<file path="config.mk">
export PLATFORM = sky130hd
export DESIGN_NAME = uart_rx_core
export DESIGN_NICKNAME = d
export VERILOG_FILES = /design/src/rtl/uart_rx_core.sv
export SDC_FILE = /design/constraint.sdc
export NUM_CORES = 1
export LEC_CHECK = 0
export ABC_AREA = 1
export CORE_ASPECT_RATIO = 0.9
export CORE_MARGIN = 1
export CORE_UTILIZATION = 55
export CTS_CLUSTER_DIAMETER = 40
export DETAILED_ROUTE_END_ITERATION = 7
export PLACE_DENSITY_LB_ADDON = 0.25
export SYNTH_ARGS = -nofsm -noshare
export SYNTH_HDL_FRONTEND = slang
export SYNTH_SLANG_ARGS = --single-unit
</file>
<file path="constraint.sdc">
create_clock -name clk -period 1.94 [get_ports clk]
set_clock_uncertainty 0.1 [all_clocks]
set_input_delay 0.388 -clock clk [delete_from_list [all_inputs] [get_ports clk]]
set_output_delay 0.388 -clock clk [all_outputs]
set_load 0.01 [all_outputs]
</file>
<file path="src/rtl/uart_rx_core.sv">
// UART receive engine: synchronizes rx, detects the start bit, majority-votes
// three mid-bit samples per bit, assembles an LSB-first word and checks the stop
// bit. All bit timing advances only on cycles where the sampling strobe is high.
module uart_rx_core #(
   parameter int DATA_BITS = 8,
   parameter int DIVISION  = 16
) (
   input  logic       clk,
   input  logic       rst_n,
   input  logic       sampling,
   input  logic       rx,
   output logic [7:0] rx_data,
   output logic       rx_valid,
   output logic       frame_err,
   output logic       busy
);

   localparam int CW = $clog2(DIVISION);
   localparam logic [CW-1:0] CNT_LAST = CW'(DIVISION - 1);
   localparam logic [CW-1:0] CNT_S0   = CW'(DIVISION / 2 - 1);
   localparam logic [CW-1:0] CNT_S1   = CW'(DIVISION / 2);
   localparam logic [CW-1:0] CNT_S2   = CW'(DIVISION / 2 + 1);
   localparam logic [CW-1:0] CNT_ONE  = CW'(1);
   localparam logic [CW-1:0] CNT_ZERO = CW'(0);
   localparam logic [2:0]    BIT_LAST = 3'(DATA_BITS - 1);

   typedef enum logic [1:0] {
      IDLE  = 2'd0,
      START = 2'd1,
      DATA  = 2'd2,
      STOP  = 2'd3
   } state_t;

   // 2-of-3 majority vote
   function automatic logic maj3(input logic a, input logic b, input logic c);
      return (a & b) | (a & c) | (b & c);
   endfunction

   logic          rx_meta;
   logic          rx_s;
   state_t        state, state_next;
   logic [CW-1:0] sample_cnt, sample_cnt_next;
   logic [2:0]    bit_cnt, bit_cnt_next;
   logic [7:0]    sh, sh_next;
   logic [2:0]    votes, votes_next;
   logic [7:0]    rx_data_next;
   logic          rx_valid_next;
   logic          frame_err_next;
   logic          vote_s;
   logic          stop_vote_s;
   logic [7:0]    word_s;

   // Vote over the three stored samples; the stop decision happens on the tick of
   // the third sample, so that one comes straight from the synchronizer.
   assign vote_s      = maj3(votes[0], votes[1], votes[2]);
   assign stop_vote_s = maj3(votes[0], votes[1], rx_s);
   assign word_s      = sh >> (8 - DATA_BITS);

   // Two-flop synchronizer for the asynchronous serial line (idles high)
   always_ff @(posedge clk or negedge rst_n) begin
      if (!rst_n) begin
         rx_meta <= 1'b1;
         rx_s    <= 1'b1;
      end else begin
         rx_meta <= rx;
         rx_s    <= rx_meta;
      end
   end

   // Next-state, datapath and output-pulse decode; nothing moves without a tick
   always_comb begin
      state_next      = state;
      sample_cnt_next = sample_cnt;
      bit_cnt_next    = bit_cnt;
      sh_next         = sh;
      votes_next      = votes;
      rx_data_next    = rx_data;
      rx_valid_next   = 1'b0;
      frame_err_next  = 1'b0;
      if (sampling) begin
         if (state != IDLE) begin
            if (sample_cnt == CNT_S0) begin
               votes_next[0] = rx_s;
            end else if (sample_cnt == CNT_S1) begin
               votes_next[1] = rx_s;
            end else if (sample_cnt == CNT_S2) begin
               votes_next[2] = rx_s;
            end else begin
               votes_next = votes;
            end
            if (sample_cnt == CNT_LAST) begin
               sample_cnt_next = CNT_ZERO;
            end else begin
               sample_cnt_next = sample_cnt + CNT_ONE;
            end
         end else begin
            sample_cnt_next = sample_cnt;
         end
         case (state)
            IDLE: begin
               if (!rx_s) begin
                  state_next      = START;
                  sample_cnt_next = CNT_ONE;
               end else begin
                  state_next = IDLE;
               end
            end
            START: begin
               if (sample_cnt == CNT_LAST) begin
                  if (vote_s) begin
                     state_next = IDLE;
                  end else begin
                     state_next   = DATA;
                     bit_cnt_next = 3'd0;
                  end
               end else begin
                  state_next = START;
               end
            end
            DATA: begin
               if (sample_cnt == CNT_LAST) begin
                  sh_next      = {vote_s, sh[7:1]};
                  bit_cnt_next = bit_cnt + 3'd1;
                  if (bit_cnt == BIT_LAST) begin
                     state_next = STOP;
                  end else begin
                     state_next = DATA;
                  end
               end else begin
                  state_next = DATA;
               end
            end
            STOP: begin
               if (sample_cnt == CNT_S2) begin
                  state_next      = IDLE;
                  sample_cnt_next = CNT_ZERO;
                  if (stop_vote_s) begin
                     rx_data_next  = word_s;
                     rx_valid_next = 1'b1;
                  end else begin
                     frame_err_next = 1'b1;
                  end
               end else begin
                  state_next = STOP;
               end
            end
            default: begin
               state_next = IDLE;
            end
         endcase
      end else begin
         state_next = state;
      end
   end

   // State, datapath and registered outputs
   always_ff @(posedge clk or negedge rst_n) begin
      if (!rst_n) begin
         state      <= IDLE;
         sample_cnt <= CNT_ZERO;
         bit_cnt    <= 3'd0;
         sh         <= 8'd0;
         votes      <= 3'd0;
         rx_data    <= 8'd0;
         rx_valid   <= 1'b0;
         frame_err  <= 1'b0;
         busy       <= 1'b0;
      end else begin
         state      <= state_next;
         sample_cnt <= sample_cnt_next;
         bit_cnt    <= bit_cnt_next;
         sh         <= sh_next;
         votes      <= votes_next;
         rx_data    <= rx_data_next;
         rx_valid   <= rx_valid_next;
         frame_err  <= frame_err_next;
         busy       <= (state_next != IDLE);
      end
   end

endmodule

</file>
### Yosys cells after proc, flatten, opt, wreduce, memory -nomap -nowiden

Index checks and enable logic that the tools add are counted.

* muxes and demuxes: 25
* equal/unequal tests: 11
* bitwise gates (word level): 11
* add/sub/neg operators: 2
* reduce and logical (&&, ||, !) cells: 10

Operators with widths (number)
* $mux W4: 4
* $eq A4 B4 Y1 const B: 3
* $mux W1: 10
* $mux W2: 5
* $reduce_and A5 Y1: 2
* $mux W3: 3
* $pmux W2 S4: 1
* $pmux W4 S2: 1
* $reduce_and A4 Y1: 2
* $ne A2 B2 Y1 const B: 3
* $pmux W3 S2: 1
* $reduce_and A3 Y1: 2
* $reduce_bool A2 Y1: 3
* $and A1 B1 Y1: 5
* $add A4 B1 Y4 const B: 1
* $eq A2 B2 Y1 const B: 2
* $eq A4 B3 Y1 const B: 1
* $or A1 B1 Y1: 4
* $add A3 B1 Y3 const B: 1
* $eq A3 B3 Y1 const B: 1
* $eq A2 B1 Y1 const B: 1
* $logic_not A2 Y1: 1
* $not A1 Y1: 2

* register bits: 33
* input bits: 4

### Logic depth before layout (Yosys ltp)

* depth after elaboration: 8
* depth in mapped cells: 10

### Worst setup path after synthesis

No wires, ideal clock.

* path type: register to register
* start: register sample_cnt[0]
* end: register sh[7]
* setup time: 0.120 ns
* buffers on the path: 1
* cell stages (with the launch flop): 8
* path slack: 0.541 ns
* required time: 1.720 ns
* clock period less this slack: 1.399 ns
* arrival: 1.179 ns
* cell sequence: dfrtp_1 -> ha_1 -> nand2_2 -> nor2_2 -> nand3_2 -> buf_6 -> nand2_2 -> o21ai_2

* longest elaborated chain between the ends: 2

Ends and longest elaborated chain
* start: declaration: line 42 `logic [CW-1:0] sample_cnt, sample_cnt_next;`
* start signal: assignment: line 170 `sample_cnt <= sample_cnt_next;`
* $eq A4 B4 Y1: line 121 `if (sample_cnt == CNT_LAST) begin`
* $reduce_and A3 Y1 (no line)
* end signal: assignment: line 172 `sh <= sh_next;`
* end: declaration: line 44 `logic [7:0] sh, sh_next;`

No other way between the ends.
A chain may end at the register's enable or synchronous reset.

### Worst setup path after layout

* start: register rx_data[5]
* end: output port rx_data[5]

RTL lines
* start: declaration: line 12 `output logic [7:0] rx_data,`
* start signal: assignment: line 174 `rx_data <= rx_data_next;`

No word-level cell between the ends.

==> flow_results.xml <==
<?xml version="1.0" encoding="UTF-8"?>
<metrics>
  <group name="sta">
    <metric name="fin_ws" unit="ns">0.2356</metric>
    <metric name="slew_headroom" unit="%">73.66</metric>
    <metric name="period_share" unit="%">87.85</metric>
    <metric name="report.final.setup_viol" unit="">0</metric>
    <metric name="worstMarginPinSlew" unit="ns">0.3950</metric>
    <metric name="rsz0062_at_grt" unit="">no</metric>
    <metric name="slew_viol_final" unit="">0</metric>
    <metric name="fin_tns_setup" unit="ns">0</metric>
    <metric name="finalHoldViolations" unit="">0</metric>
    <metric name="min_period" unit="ns">1.704</metric>
    <metric name="maxClockFrequency" unit="MHz">586.7</metric>
  </group>
  <group name="drt">
    <metric name="drcViolationCount" unit="">0</metric>
    <metric name="drtIter0Drc" unit="">48</metric>
    <metric name="detail_route.first_pass.iterations" unit="">5</metric>
    <metric name="routed.top_layer" unit="">met4</metric>
    <metric name="antenna_left" unit="">0</metric>
    <metric name="postRouteWirelength" unit="microns">2864</metric>
    <metric name="routed_wire_length_per_instance" unit="microns">11.50</metric>
    <metric name="met3_routed_wirelength" unit="microns">149</metric>
    <metric name="viasPerCell" unit="">5.008</metric>
    <metric name="wl_met1" unit="microns">1348</metric>
    <metric name="detailroute.via_count" unit="">1247</metric>
    <metric name="detailroute.wirelength.met2" unit="microns">1319</metric>
  </group>
  <group name="yosys">
    <metric name="yosys-top-cells-count" unit="">sky130_fd_sc_hd__nand2_1, sky130_fd_sc_hd__dfrtp_1, sky130_fd_sc_hd__inv_1, sky130_fd_sc_hd__nor2_1, sky130_fd_sc_hd__o21ai_1</metric>
    <metric name="synth.avg_cell_area" unit="sq um">8.745</metric>
    <metric name="syn_nets" unit="">202</metric>
    <metric name="netlist_instances" unit="">189</metric>
    <metric name="synth_top_cells_by_area" unit="">sky130_fd_sc_hd__dfrtp_1, sky130_fd_sc_hd__nand2_1, sky130_fd_sc_hd__ha_1</metric>
    <metric name="synth-warning-count" unit="">0</metric>
    <metric name="yosys.area.top_type" unit="">sky130_fd_sc_hd__dfrtp_1</metric>
    <metric name="synth-edff-count" unit="">0</metric>
    <metric name="synthDistinctLibCells" unit="">22</metric>
    <metric name="ys_seq_elements" unit="">33</metric>
    <metric name="yosysTopAreaCellShare" unit="%">46.93</metric>
    <metric name="synthArstFlopShare" unit="%">100.0</metric>
    <metric name="synth-seq-area-share" unit="%">50.11</metric>
    <metric name="synthFlopType" unit="">sky130_fd_sc_hd__dfrtp_1</metric>
    <metric name="syn_area" unit="sq um">1653</metric>
    <metric name="synthMostInstantiatedCell" unit="">sky130_fd_sc_hd__nand2_1</metric>
  </group>
  <group name="worst_setup_path">
    <metric name="crit_path_max_incr_delay" unit="ns">0.54</metric>
    <metric name="cp_cell_sequence" unit="">clkdlybuf4s50_1</metric>
    <metric name="end_kind" unit="">primary output</metric>
    <metric name="worst_path_class_setup" unit="">flip-flop to primary output</metric>
    <metric name="cpLargestDelayFamily" unit="">buffers and inverters</metric>
    <metric name="r2r-start" unit="">state[0]</metric>
    <metric name="worstPathArrival" unit="ns">1.22</metric>
    <metric name="cp.buffers_inverters" unit="">1</metric>
    <metric name="cp_slowest_cell" unit="">sky130_fd_sc_hd__clkdlybuf4s50_1</metric>
    <metric name="startpoint" unit="">rx_data[5]</metric>
    <metric name="critPathMaxFanout" unit="">2</metric>
    <metric name="startpoint_type" unit="">flip-flop</metric>
    <metric name="crit_required" unit="ns">1.45</metric>
  </group>
  <group name="floorplan">
    <metric name="die_x" unit="microns">59.79</metric>
    <metric name="fp.dieH" unit="microns">54.01</metric>
    <metric name="fp-row-count" unit="">18</metric>
    <metric name="die-area" unit="sq um">3229</metric>
    <metric name="io-pin-count" unit="">15</metric>
    <metric name="initial_utilization" unit="%">59.18</metric>
    <metric name="core_area" unit="sq um">2793</metric>
  </group>
  <group name="flow_run">
    <metric name="total_of_max_cap_violations" unit="">0</metric>
  </group>
  <group name="placed_design">
    <metric name="dp_hpwl" unit="microns">2147</metric>
    <metric name="dp_slack" unit="ns">0.08807</metric>
    <metric name="gp_congestion" unit="">0.8876</metric>
    <metric name="numPortBuffers" unit="">14</metric>
  </group>
  <group name="layout">
    <metric name="nFillCells" unit="">270</metric>
    <metric name="area_growth_syn_to_layout" unit="%">13.40</metric>
    <metric name="regArea" unit="sq um">828.3</metric>
    <metric name="finalNetCount" unit="">223</metric>
    <metric name="multiInputGateArea" unit="sq um">685.7</metric>
    <metric name="antennaDiodeCount" unit="">0</metric>
    <metric name="drive_above_1_share" unit="%">15.79</metric>
  </group>
  <group name="clock_tree">
    <metric name="cts_buffer_depth" unit="">2</metric>
    <metric name="post_cts_buffers" unit="">0</metric>
    <metric name="clk_pin_slew_worst_paths" unit="ns">0.09</metric>
    <metric name="tritoncts" unit="">built</metric>
    <metric name="clock_sink_count" unit="">33</metric>
    <metric name="buffer_type_at_the_clock_tree_root" unit="">sky130_fd_sc_hd__clkbuf_4</metric>
    <metric name="clock_latency" unit="ns">0.33</metric>
    <metric name="post_cts_resize_count" unit="">0</metric>
    <metric name="cts_inserted_buffers" unit="">5</metric>
    <metric name="cts-htree-levels" unit="">2</metric>
    <metric name="postCtsHoldBufs" unit="">0</metric>
  </group>
  <group name="global_route">
    <metric name="grt_first_pass_wirelength" unit="microns">5002</metric>
    <metric name="grt_pass1_vias" unit="">1165</metric>
    <metric name="largest_net_degree_at_the_start_of_global_routing" unit="">34</metric>
    <metric name="overflow" unit="">0</metric>
    <metric name="antenna_violations_before_repair" unit="">0</metric>
    <metric name="grt_usage" unit="%">21.41</metric>
  </group>
  <group name="power_and_ir_drop">
    <metric name="reported_leakage_power" unit="nW">0.8931</metric>
    <metric name="power.ir.vdd_worst" unit="mV">0.5046</metric>
    <metric name="total_power" unit="W">0.001368</metric>
    <metric name="power.density_cell_area" unit="nW/um^2">729.6</metric>
  </group>
  <group name="worst_hold_path">
    <metric name="worst_hold_startpoint" unit="">rx_meta</metric>
    <metric name="hold_path_class" unit="">flip-flop to flip-flop</metric>
  </group>
  <group name="status">
    <metric name="outcome" unit="">finished clean</metric>
  </group>
</metrics>
-- cells in the final DEF, fill, tap and decap left out, drive strengths merged --
cell type	n
nor3	2
a31oi	1
dfstp	2
o21ai	26
buf	4
nand3	8
ha	9
nor2	16
clkbuf	5
nand2	54
dfrtp	31
clkinv	1
nand4	2
inv	26
a21oi	8
clkdlybuf4s50	14
-- worst register-to-register path, delay by kind of cell, from the launching register on --
kind | cells | cell delay [ns]
AO/OA/AOI/OAI | 2 | 0.19
adder cells (fa/ha/maj) | 1 | 0.33
buffers and inverters | 1 | 0.11
flip-flops | 1 | 0.41
AND/OR/NAND/NOR | 3 | 0.37
-- state kept, by name, summed over array words and instances, names as in the netlist --
register    cells
sample_cnt      4
busy            1
frame_err       1
state           2
rx_s            1
sh              8
rx_data         8
votes           3
rx_valid        1
bit_cnt         3
rx_meta         1
-- power breakdown --
| group | switching (W) | internal (W) | total (W) |
|---|---|---|---|
| clock network | 0.000206 | 0.000125 | 0.000332 |
| logic | 0.000164 | 0.0000989 | 0.000263 |
| registers | 0.0000426 | 0.000730 | 0.000773 |
-- cell type report --
| type | count | area share, % |
|---|---|---|
| sequential | 33 | 44.19 |
| multi-input combinational | 126 | 36.58 |
| timing repair buffer | 18 | 9.079 |
| inverter | 26 | 5.207 |
| tap | 40 | 2.670 |
| clock buffer | 5 | 2.003 |
| clock inverter | 1 | 0.2670 |
-- stage by stage --
| stage | utilization, % | instances | cell area, sq um | hold WS (ns) |
|---|---|---|---|---|
| final | 67.11 | 249 | 1874 | 0.2628 |
| after global routing | 67.11 | 249 | 1874 | 0.2673 |
| after CTS | 67.11 | 249 | 1874 | 0.2648 |
| after detailed placement | 65.59 | 243 | 1832 | 0.2530 |
| after global placement | 65.59 | 243 | 1832 | 0.2475 |
| after floorplan | - | 189 | 1653 | -0.007591 |
-- kinds of logic (layout without fill, tap and decap cells) --
kind of cell             after synthesis  in the layout  share of synthesized area, %
AO/OA/AOI/OAI                         35             35                         12.72
flip-flops                            33             33                         50.11
buffers and inverters                 30             50                         8.403
AND/OR/NAND/NOR                       82             82                         21.95
adder cells (fa/ha/maj)                9              9                         6.813
-- path summary, 6_finish.rpt --
check / endpoint / slack, ns / cells past startpoint
max: rx_data[5] / 0.24 / 1
min: rx_s / 0.26 / 0
max reg2reg: bit_cnt[1] / 0.34 / 7
min reg2reg: rx_s / 0.26 / 0
max in group asynchronous: rx_s / 1.06 / 2
min in group asynchronous: votes[2] / 0.35 / 2
-- routing by layer --
layer	global-route usage (%)	up-vias
met5	0	-
li1	-	638
met4	10.85	0
met1	28.31	569
met2	32.78	34
met3	5.288	6
No activity file was read; power rests on OpenSTA's default activity.
